==> src/rtl/timer_apb_arbiter.sv <==
// Two-requester round-robin arbiter feeding a single APB master toward the timer.
// Each access runs IDLE -> SETUP -> ACCESS (wait-limited) -> DONE with all outputs registered.
module timer_apb_arbiter #(
  parameter int unsigned TIMEOUT = 16
) (
  input  logic        sys_clk,
  input  logic        sys_rst,
  input  logic        m0_req,
  input  logic        m0_write,
  input  logic [11:0] m0_addr,
  input  logic [31:0] m0_wdata,
  input  logic [3:0]  m0_strb,
  output logic        m0_done,
  output logic [31:0] m0_rdata,
  output logic        m0_err,
  input  logic        m1_req,
  input  logic        m1_write,
  input  logic [11:0] m1_addr,
  input  logic [31:0] m1_wdata,
  input  logic [3:0]  m1_strb,
  output logic        m1_done,
  output logic [31:0] m1_rdata,
  output logic        m1_err,
  output logic        tim_psel,
  output logic        tim_penable,
  output logic        tim_pwrite,
  output logic [11:0] tim_paddr,
  output logic [31:0] tim_pwdata,
  output logic [3:0]  tim_pstrb,
  input  logic [31:0] tim_prdata,
  input  logic        tim_pready,
  input  logic        tim_pslverr,
  output logic        arb_busy
);

  typedef enum logic [1:0] {IDLE, SETUP, ACCESS, DONE} state_e;

  localparam logic [7:0] TIMEOUT_C = 8'(TIMEOUT);

  state_e      state_q;
  logic        last_gnt_q;  // 0 = m0, 1 = m1
  logic        gnt_q;
  logic [7:0]  wait_q;
  logic        busy_q;
  logic        psel_q;
  logic        penable_q;
  logic        pwrite_q;
  logic [11:0] paddr_q;
  logic [31:0] pwdata_q;
  logic [3:0]  pstrb_q;
  logic [1:0]  done_q;
  logic [1:0]  err_q;
  logic [31:0] rdata0_q;
  logic [31:0] rdata1_q;

  logic        pick_m1_d;
  logic        finish_d;
  logic [31:0] rsp_rdata_d;
  logic        rsp_err_d;

  always_comb begin
    pick_m1_d   = m1_req & (~m0_req | ~last_gnt_q);
    finish_d    = tim_pready | (wait_q == TIMEOUT_C);
    // A timeout (pready still low) returns zero data with an error.
    rsp_rdata_d = (tim_pready && !pwrite_q) ? tim_prdata : 32'h0;
    rsp_err_d   = tim_pready ? tim_pslverr : 1'b1;
  end

  always_ff @(posedge sys_clk or posedge sys_rst) begin
    if (sys_rst) begin
      state_q    <= IDLE;
      last_gnt_q <= 1'b1;
      gnt_q      <= 1'b0;
      wait_q     <= 8'd0;
      busy_q     <= 1'b0;
      psel_q     <= 1'b0;
      penable_q  <= 1'b0;
      pwrite_q   <= 1'b0;
      paddr_q    <= 12'h0;
      pwdata_q   <= 32'h0;
      pstrb_q    <= 4'h0;
      done_q     <= 2'b00;
      err_q      <= 2'b00;
      rdata0_q   <= 32'h0;
      rdata1_q   <= 32'h0;
    end else begin
      case (state_q)
        IDLE: begin
          if (m0_req || m1_req) begin
            state_q   <= SETUP;
            gnt_q     <= pick_m1_d;
            busy_q    <= 1'b1;
            psel_q    <= 1'b1;
            penable_q <= 1'b0;
            // NOTE: the APB payload registers are the latched request; they are
            // only loaded here so the bus keeps its last value through DONE and IDLE.
            pwrite_q  <= pick_m1_d ? m1_write : m0_write;
            paddr_q   <= pick_m1_d ? m1_addr  : m0_addr;
            pwdata_q  <= pick_m1_d ? m1_wdata : m0_wdata;
            if (pick_m1_d) pstrb_q <= m1_write ? m1_strb : 4'h0;
            else           pstrb_q <= m0_write ? m0_strb : 4'h0;
          end
        end
        SETUP: begin
          state_q   <= ACCESS;
          penable_q <= 1'b1;
          wait_q    <= 8'd1;
        end
        ACCESS: begin
          if (finish_d) begin
            state_q    <= DONE;
            psel_q     <= 1'b0;
            penable_q  <= 1'b0;
            wait_q     <= 8'd0;
            last_gnt_q <= gnt_q;
            if (gnt_q) begin
              done_q   <= 2'b10;
              err_q    <= {rsp_err_d, 1'b0};
              rdata1_q <= rsp_rdata_d;
            end else begin
              done_q   <= 2'b01;
              err_q    <= {1'b0, rsp_err_d};
              rdata0_q <= rsp_rdata_d;
            end
          end else begin
            wait_q <= wait_q + 8'd1;
          end
        end
        DONE: begin
          state_q  <= IDLE;
          busy_q   <= 1'b0;
          done_q   <= 2'b00;
          err_q    <= 2'b00;
          rdata0_q <= 32'h0;
          rdata1_q <= 32'h0;
        end
        default: state_q <= IDLE;
      endcase
    end
  end

  assign m0_done     = done_q[0];
  assign m1_done     = done_q[1];
  assign m0_err      = err_q[0];
  assign m1_err      = err_q[1];
  assign m0_rdata    = rdata0_q;
  assign m1_rdata    = rdata1_q;
  assign tim_psel    = psel_q;
  assign tim_penable = penable_q;
  assign tim_pwrite  = pwrite_q;
  assign tim_paddr   = paddr_q;
  assign tim_pwdata  = pwdata_q;
  assign tim_pstrb   = pstrb_q;
  assign arb_busy    = busy_q;

endmodule

==> config.mk <==
export PLATFORM = sky130hd
export DESIGN_NAME = timer_apb_arbiter
export DESIGN_NICKNAME = d
export VERILOG_FILES = /design/src/rtl/timer_apb_arbiter.sv
export SDC_FILE = /design/constraint.sdc
export NUM_CORES = 1
export LEC_CHECK = 0
export CORE_MARGIN = 2
export CORE_UTILIZATION = 25
export DETAILED_ROUTE_END_ITERATION = 16
export GPL_TIMING_DRIVEN = 1
export HOLD_SLACK_MARGIN = 0.03
export SLEW_MARGIN = 5
export SYNTH_ARGS = -nofsm -noshare
export SYNTH_HDL_FRONTEND = slang
export SYNTH_SLANG_ARGS = --single-unit
export TNS_END_PERCENT = 50
==> constraint.sdc <==
create_clock -name sys_clk -period 5.7 [get_ports sys_clk]
set_input_delay 0.855 -clock sys_clk [delete_from_list [all_inputs] [get_ports sys_clk]]
set_output_delay 0.855 -clock sys_clk [all_outputs]
set_load 0.02 [all_outputs]
* After elaboration in Yosys (flattened, before gate mapping)
Cells that the tools add are included.
** Storage, ports and cells
- Flip-flop bits (word level) :: 132
- Input bits :: 136
- Output and inout port bits :: 120
** Cells by class
- Add/sub/neg operators :: 1
- Eq/ne operators :: 8
- Muxes and demuxes :: 31
- Bitwise operators :: 5
- Reduce and logical (&&, ||, !) cells :: 18
** Operators with widths (count)
- $mux 32 :: 6
- $pmux 32 s2 :: 2
- $pmux 8 s2 :: 1
- $mux 12 :: 1
- $mux 2 :: 6
- $mux 4 :: 3
- $reduce_and 3->1 :: 4
- $reduce_and 2->1 :: 5
- $add 8x1->8 const B :: 1
- $eq 8x5->1 const B :: 1
- $mux 8 :: 1
- $ne 2x2->1 const B :: 4
- $pmux 2 s2 :: 2
- $pmux 2 s4 :: 1
- $reduce_bool 2->1 :: 4
- $mux 1 :: 5
- $eq 2x2->1 const B :: 2
- $pmux 1 s2 :: 2
- $pmux 1 s3 :: 1
- $reduce_bool 3->1 :: 1
- $eq 2x1->1 const B :: 1
- $logic_not 2->1 :: 1
- $not 1->1 :: 2
- $or 1x1->1 :: 2
- other kinds (4) :: 4

* Depth between registers and ports, before layout
- Depth in word-level cells :: 6
- Mapped depth :: 8
- Depth with buffers taken out :: 6

* Worst setup path before layout
OpenSTA, ideal clock, no wires.
- Path type :: input -> register
- From :: input port m0_req
- To :: register paddr_q[5] (netlist: tim_paddr[5])
- Arrival time :: 1838 ps
- Data required time :: 5617 ps
- Slack :: 3779 ps
- Cell stages on the path :: 5
- Buffers on the path :: 2
- Cell sequence :: o21ai_1 clkbuf_1 clkbuf_1 nand2_1 o21ai_0
** Between the ends
- Word-level cells in the longest chain between the ends :: 4
- Elaborated cells on any way between the ends :: 6
** RTL lines
- from (decl) :: RTL line 8 : input logic m0_req,
- $not 1->1 :: RTL line 62 : pick_m1_d = m1_req & (~m0_req | ~last_gnt_q);
- $or 1x1->1 :: RTL line 62
- $and 1x1->1 :: RTL line 62
- $mux 12 :: RTL line 98 : paddr_q <= pick_m1_d ? m1_addr : m0_addr;
- to (signal assigned) :: RTL line 98
- to (decl) :: RTL line 48 : logic [11:0] paddr_q;
Parallel ways exist; a longest one is shown, timed or not.
A chain may end at the register's enable or synchronous reset.

* Final worst setup path
- From :: input port m1_req
- To :: register pwdata_q[16] (netlist: tim_pwdata[16])
** Between the ends
- Word-level cells in the longest chain between the ends :: 2
- Elaborated cells on any way between the ends :: 4
** RTL lines
- from (decl) :: RTL line 16 : input logic m1_req,
- $and 1x1->1 / $logic_or 1x1->1 (equally long branches) :: RTL line 62, 89
- $mux 32 / $reduce_and 2->1 (equally long branches)
- to (signal assigned) :: RTL line 99 : pwdata_q <= pick_m1_d ? m1_wdata : m0_wdata;
- to (decl) :: RTL line 49 : logic [31:0] pwdata_q;
Parallel ways exist; a longest one is shown, timed or not.

==> summary.txt <==
VDD IR-drop max = 189 uV
WL/cell = 16.7 um
Net Sw Power = 1.76 mW
fmax = 349 MHz
#FFs+latches synth = 132
NumNets Final = 850
ratio of cells with drive above 1 in the final layout = 7.50%
initial antenna violation count = 1
status = complete, no violations
Fillers = 2129
Initial Util = 25.7%
post-detail-place hpwl = 11.5 mm
Worst EP required = 5950 ps
Clk Latency, worst-skew pair = 410 ps
Via Count = 4698
arrival time at the worst endpoint = 3120 ps
Setup Skew = 19.1 ps
Net Sw Frac = 37.8%
Slowest cell on crit path = a21boi_4
Clock Tree Root = clkbuf_16
crit share post-route = 50.3%
routability cong. = 0.745
final core occ = 41.4%
syn nets = 607
cts repair resizes = 0
Post-Syn Instances = 464
Final min period = 2870 ps
Max transition margin = 27.2%
Clock transition at path regs = 60 ps
Clock power frac = 24.7%
synthesized area per cell = 12.2 sq um
Clock Path Buffers = 2
Worst R2R Setup Slack = 3320 ps
Ports = 256
crit path max fanout = 25
Routed WL = 16.7 mm
Die Y = 154 um
number of H-tree levels = 4
sum of negative setup slack = 0 ps
initial DRC count = 145
Worst-Margin Slew = 1090 ps
Lkg Pwr = 3.82 nW
chip width = 154 um
first-pass GRT wire length = 26.3 mm
Sink Count = 132
Final Hold Vio Count = 0
largest net degree at the start of global routing = 99
CP Buf/Inv Count = 2
global route total overflow = 0
Slew Limit Fails = 0
port bufs = 255
Setup crit end kind = flip-flop
Mapped Area = 5640 sq um
internal power = 2.90 mW
# rows = 54
Syn. warnings = 0
Pre-antenna DRT Iters = 4
vias in the first global route = 4795
RSZ-0062 raised after global routing = false
Unique masters post-synth = 41
P&R area growth vs syn = 61.1%
CTS tree = built
total track usage = 14.1%
max capacitance violation total = 0
Antenna Nets Post-Route = 0
register area share after synthesis = 58.5%
largest delay contributor family on the critical path = buffers and inverters
post-cts hold buffer count = 0
slowest stage delay, CP = 830 ps
Core ar. = 22000 sq um
Hold Path Class = reg -> reg
Pwr per Cell Area = 512 nW/um^2
DRC Markers = 0
CP Class = in -> reg
Flop pwr share = 31.4%
CP cell instances = clkdlybuf4s50_1, a21boi_4, buf_4, mux2i_1, o21ai_0
via/cell ratio = 4.69
Inserted Clock Buffers = 17
Setup Fix Bufs, Post-CTS = 0
Critical Path Source Type = input port
die area = 23800 sq um
final setup violation count = 0
combinational share of power = 43.9%
## sequential cells by signal (all words and copies together) (netlist names)
| name | cells |
|---|---|
| m0_rdata | 32 |
| m1_rdata | 32 |
| tim_pwdata | 32 |
| tim_paddr | 12 |
| wait_q | 8 |
| tim_pstrb | 4 |
| done_q | 2 |
| err_q | 2 |
| state_q | 2 |
| arb_busy | 1 |
| gnt_q | 1 |
| last_gnt_q | 1 |
| tim_penable | 1 |
| tim_psel | 1 |
| tim_pwrite | 1 |
## cells by family after synthesis
group,synth area share (%)
fa+ha+maj,1.55
simple gates,6.81
buf+inv,4.12
flops,58.5
mux,8.56
compound gates,20.1
xor+xnor,0.310
## cell usage after synthesis
library cell / n / area [sq um]
a21oi_1: 6 / 30.0
buf_6: 6 / 67.6
mux2_2: 2 / 22.5
xor2_1: 1 / 8.76
o2bb2ai_1: 1 / 8.76
clkbuf_1: 22 / 82.6
nor4_4: 2 / 42.5
buf_2: 9 / 45.0
nand4_1: 1 / 6.26
nor3b_1: 1 / 7.51
nor4b_4: 1 / 23.8
a211o_1: 1 / 8.76
o21ai_0: 56 / 280
nor2_1: 5 / 18.8
nand2b_1: 1 / 6.26
o22ai_1: 1 / 6.26
o21a_1: 1 / 7.51
o32a_1: 1 / 10.0
inv_2: 2 / 7.51
or4_1: 2 / 15.0
nand3_1: 1 / 5.00
a21boi_0: 1 / 7.51
a21o_1: 5 / 37.5
dfrtp_1: 131 / 3280
nor3_1: 2 / 10.0
a31oi_1: 3 / 18.8
nand2_1: 58 / 218
xnor2_1: 1 / 8.76
a211oi_1: 1 / 7.51
o21ai_1: 2 / 10.0
ha_1: 7 / 87.6
a22o_1: 2 / 17.5
a21oi_2: 1 / 8.76
dfstp_2: 1 / 26.3
nor3b_2: 1 / 12.5
buf_1: 1 / 3.75
inv_1: 7 / 26.3
a32oi_1: 4 / 35.0
mux2i_1: 46 / 460
nor2b_1: 3 / 18.8
a32o_1: 64 / 641
## power by group through the flow
stage / Sequential [mW] / Clock (mW) / Combinational [mW]
after global routing: 1.51 / 1.22 / 2.21
after global placement: 1.47 / 0 / 2.06
after CTS: 1.47 / 1.19 / 2.07
final: 1.46 / 1.15 / 2.04
after floorplan: 1.84 / 0 / 0.724
after detailed placement: 1.48 / 0 / 2.07
## worst min-delay path: stages (launching register included)
cell and delay (ps):
dfrtp_1 340, nand2_1 50, o21ai_0 60
## metal layers
metal | GRT usage, % | part of all wire [%] | up-vias
li1 | - | - | 2228
met1 | 17.4 | 44 | 2245
met2 | 21.8 | 45 | 212
met3 | 6.50 | 11 | 13
met4 | 4.50 | 1.2 | 0
met5 | 0 | 0 | -
## layout by cell type, fill, tap and decap left out, types with 2 or more instances in the layout
master / count
clkdlybuf4s50_1: 255
dfrtp_1: 131
a32o_1: 64
nand2_1: 58
o21ai_0: 56
mux2i_1: 46
clkbuf_16: 17
ha_1: 7
inv_1: 6
a21oi_1: 6
buf_4: 6
a21o_1: 5
nor2_1: 5
clkinvlp_4: 5
inv_6: 5
a32oi_1: 4
bufinv_16: 3
inv_2: 2
or4_1: 2
nor4_4: 2
nor2b_1: 2
a31oi_4: 2
a22o_1: 2
nor3_1: 2
mux2_2: 2
## final timing paths
| kind | startpoint | end | cells past startpoint |
|---|---|---|---|
| worst min-delay path | tim_paddr[4]$_DFFE_PP0P_ | tim_paddr[4]$_DFFE_PP0P_ | 2 |
| worst max register to register | state_q[0]$_DFFE_PP0P_ | m1_rdata[0]$_DFFE_PP0P_ | 5 |
| max in group asynchronous | sys_rst | m0_rdata[11]$_DFFE_PP0P_ | 3 |
| worst min register to register | tim_paddr[4]$_DFFE_PP0P_ | tim_paddr[4]$_DFFE_PP0P_ | 2 |
| worst max-delay path | m1_req | tim_pwdata[16]$_DFFE_PP0P_ | 5 |
| min in group asynchronous | sys_rst | gnt_q$_DFFE_PP0P_ | 2 |
## cell type report
class | instances | area [sq um] | area share, %
clock buffer | 19 | 443 | 4.87
timing repair buffer | 262 | 2620 | 28.8
antenna | 1 | 2.50 | 0.0275
sequential | 132 | 3300 | 36.3
multi-input combinational | 285 | 2170 | 23.8
clock inverter | 13 | 171 | 1.89
tap | 280 | 350 | 3.85
inverter | 9 | 36.3 | 0.399
## stage by stage
stage | setup slack [ps] | area (sq um) | hold slack (ps) | instances | total power, mW
finish | 2830 | 9090 | 477 | 1001 | 4.65
global route | 2670 | 9090 | 501 | 1001 | 4.94
CTS | 2800 | 9090 | 483 | 1000 | 4.73
detailed placement | 2340 | 8480 | 469 | 968 | 3.55
global placement | 2360 | 8480 | 460 | 968 | 3.53
floorplan | 1320 | 5640 | 528 | 464 | 2.57
Note: power is estimated with default switching activity, not from simulation.
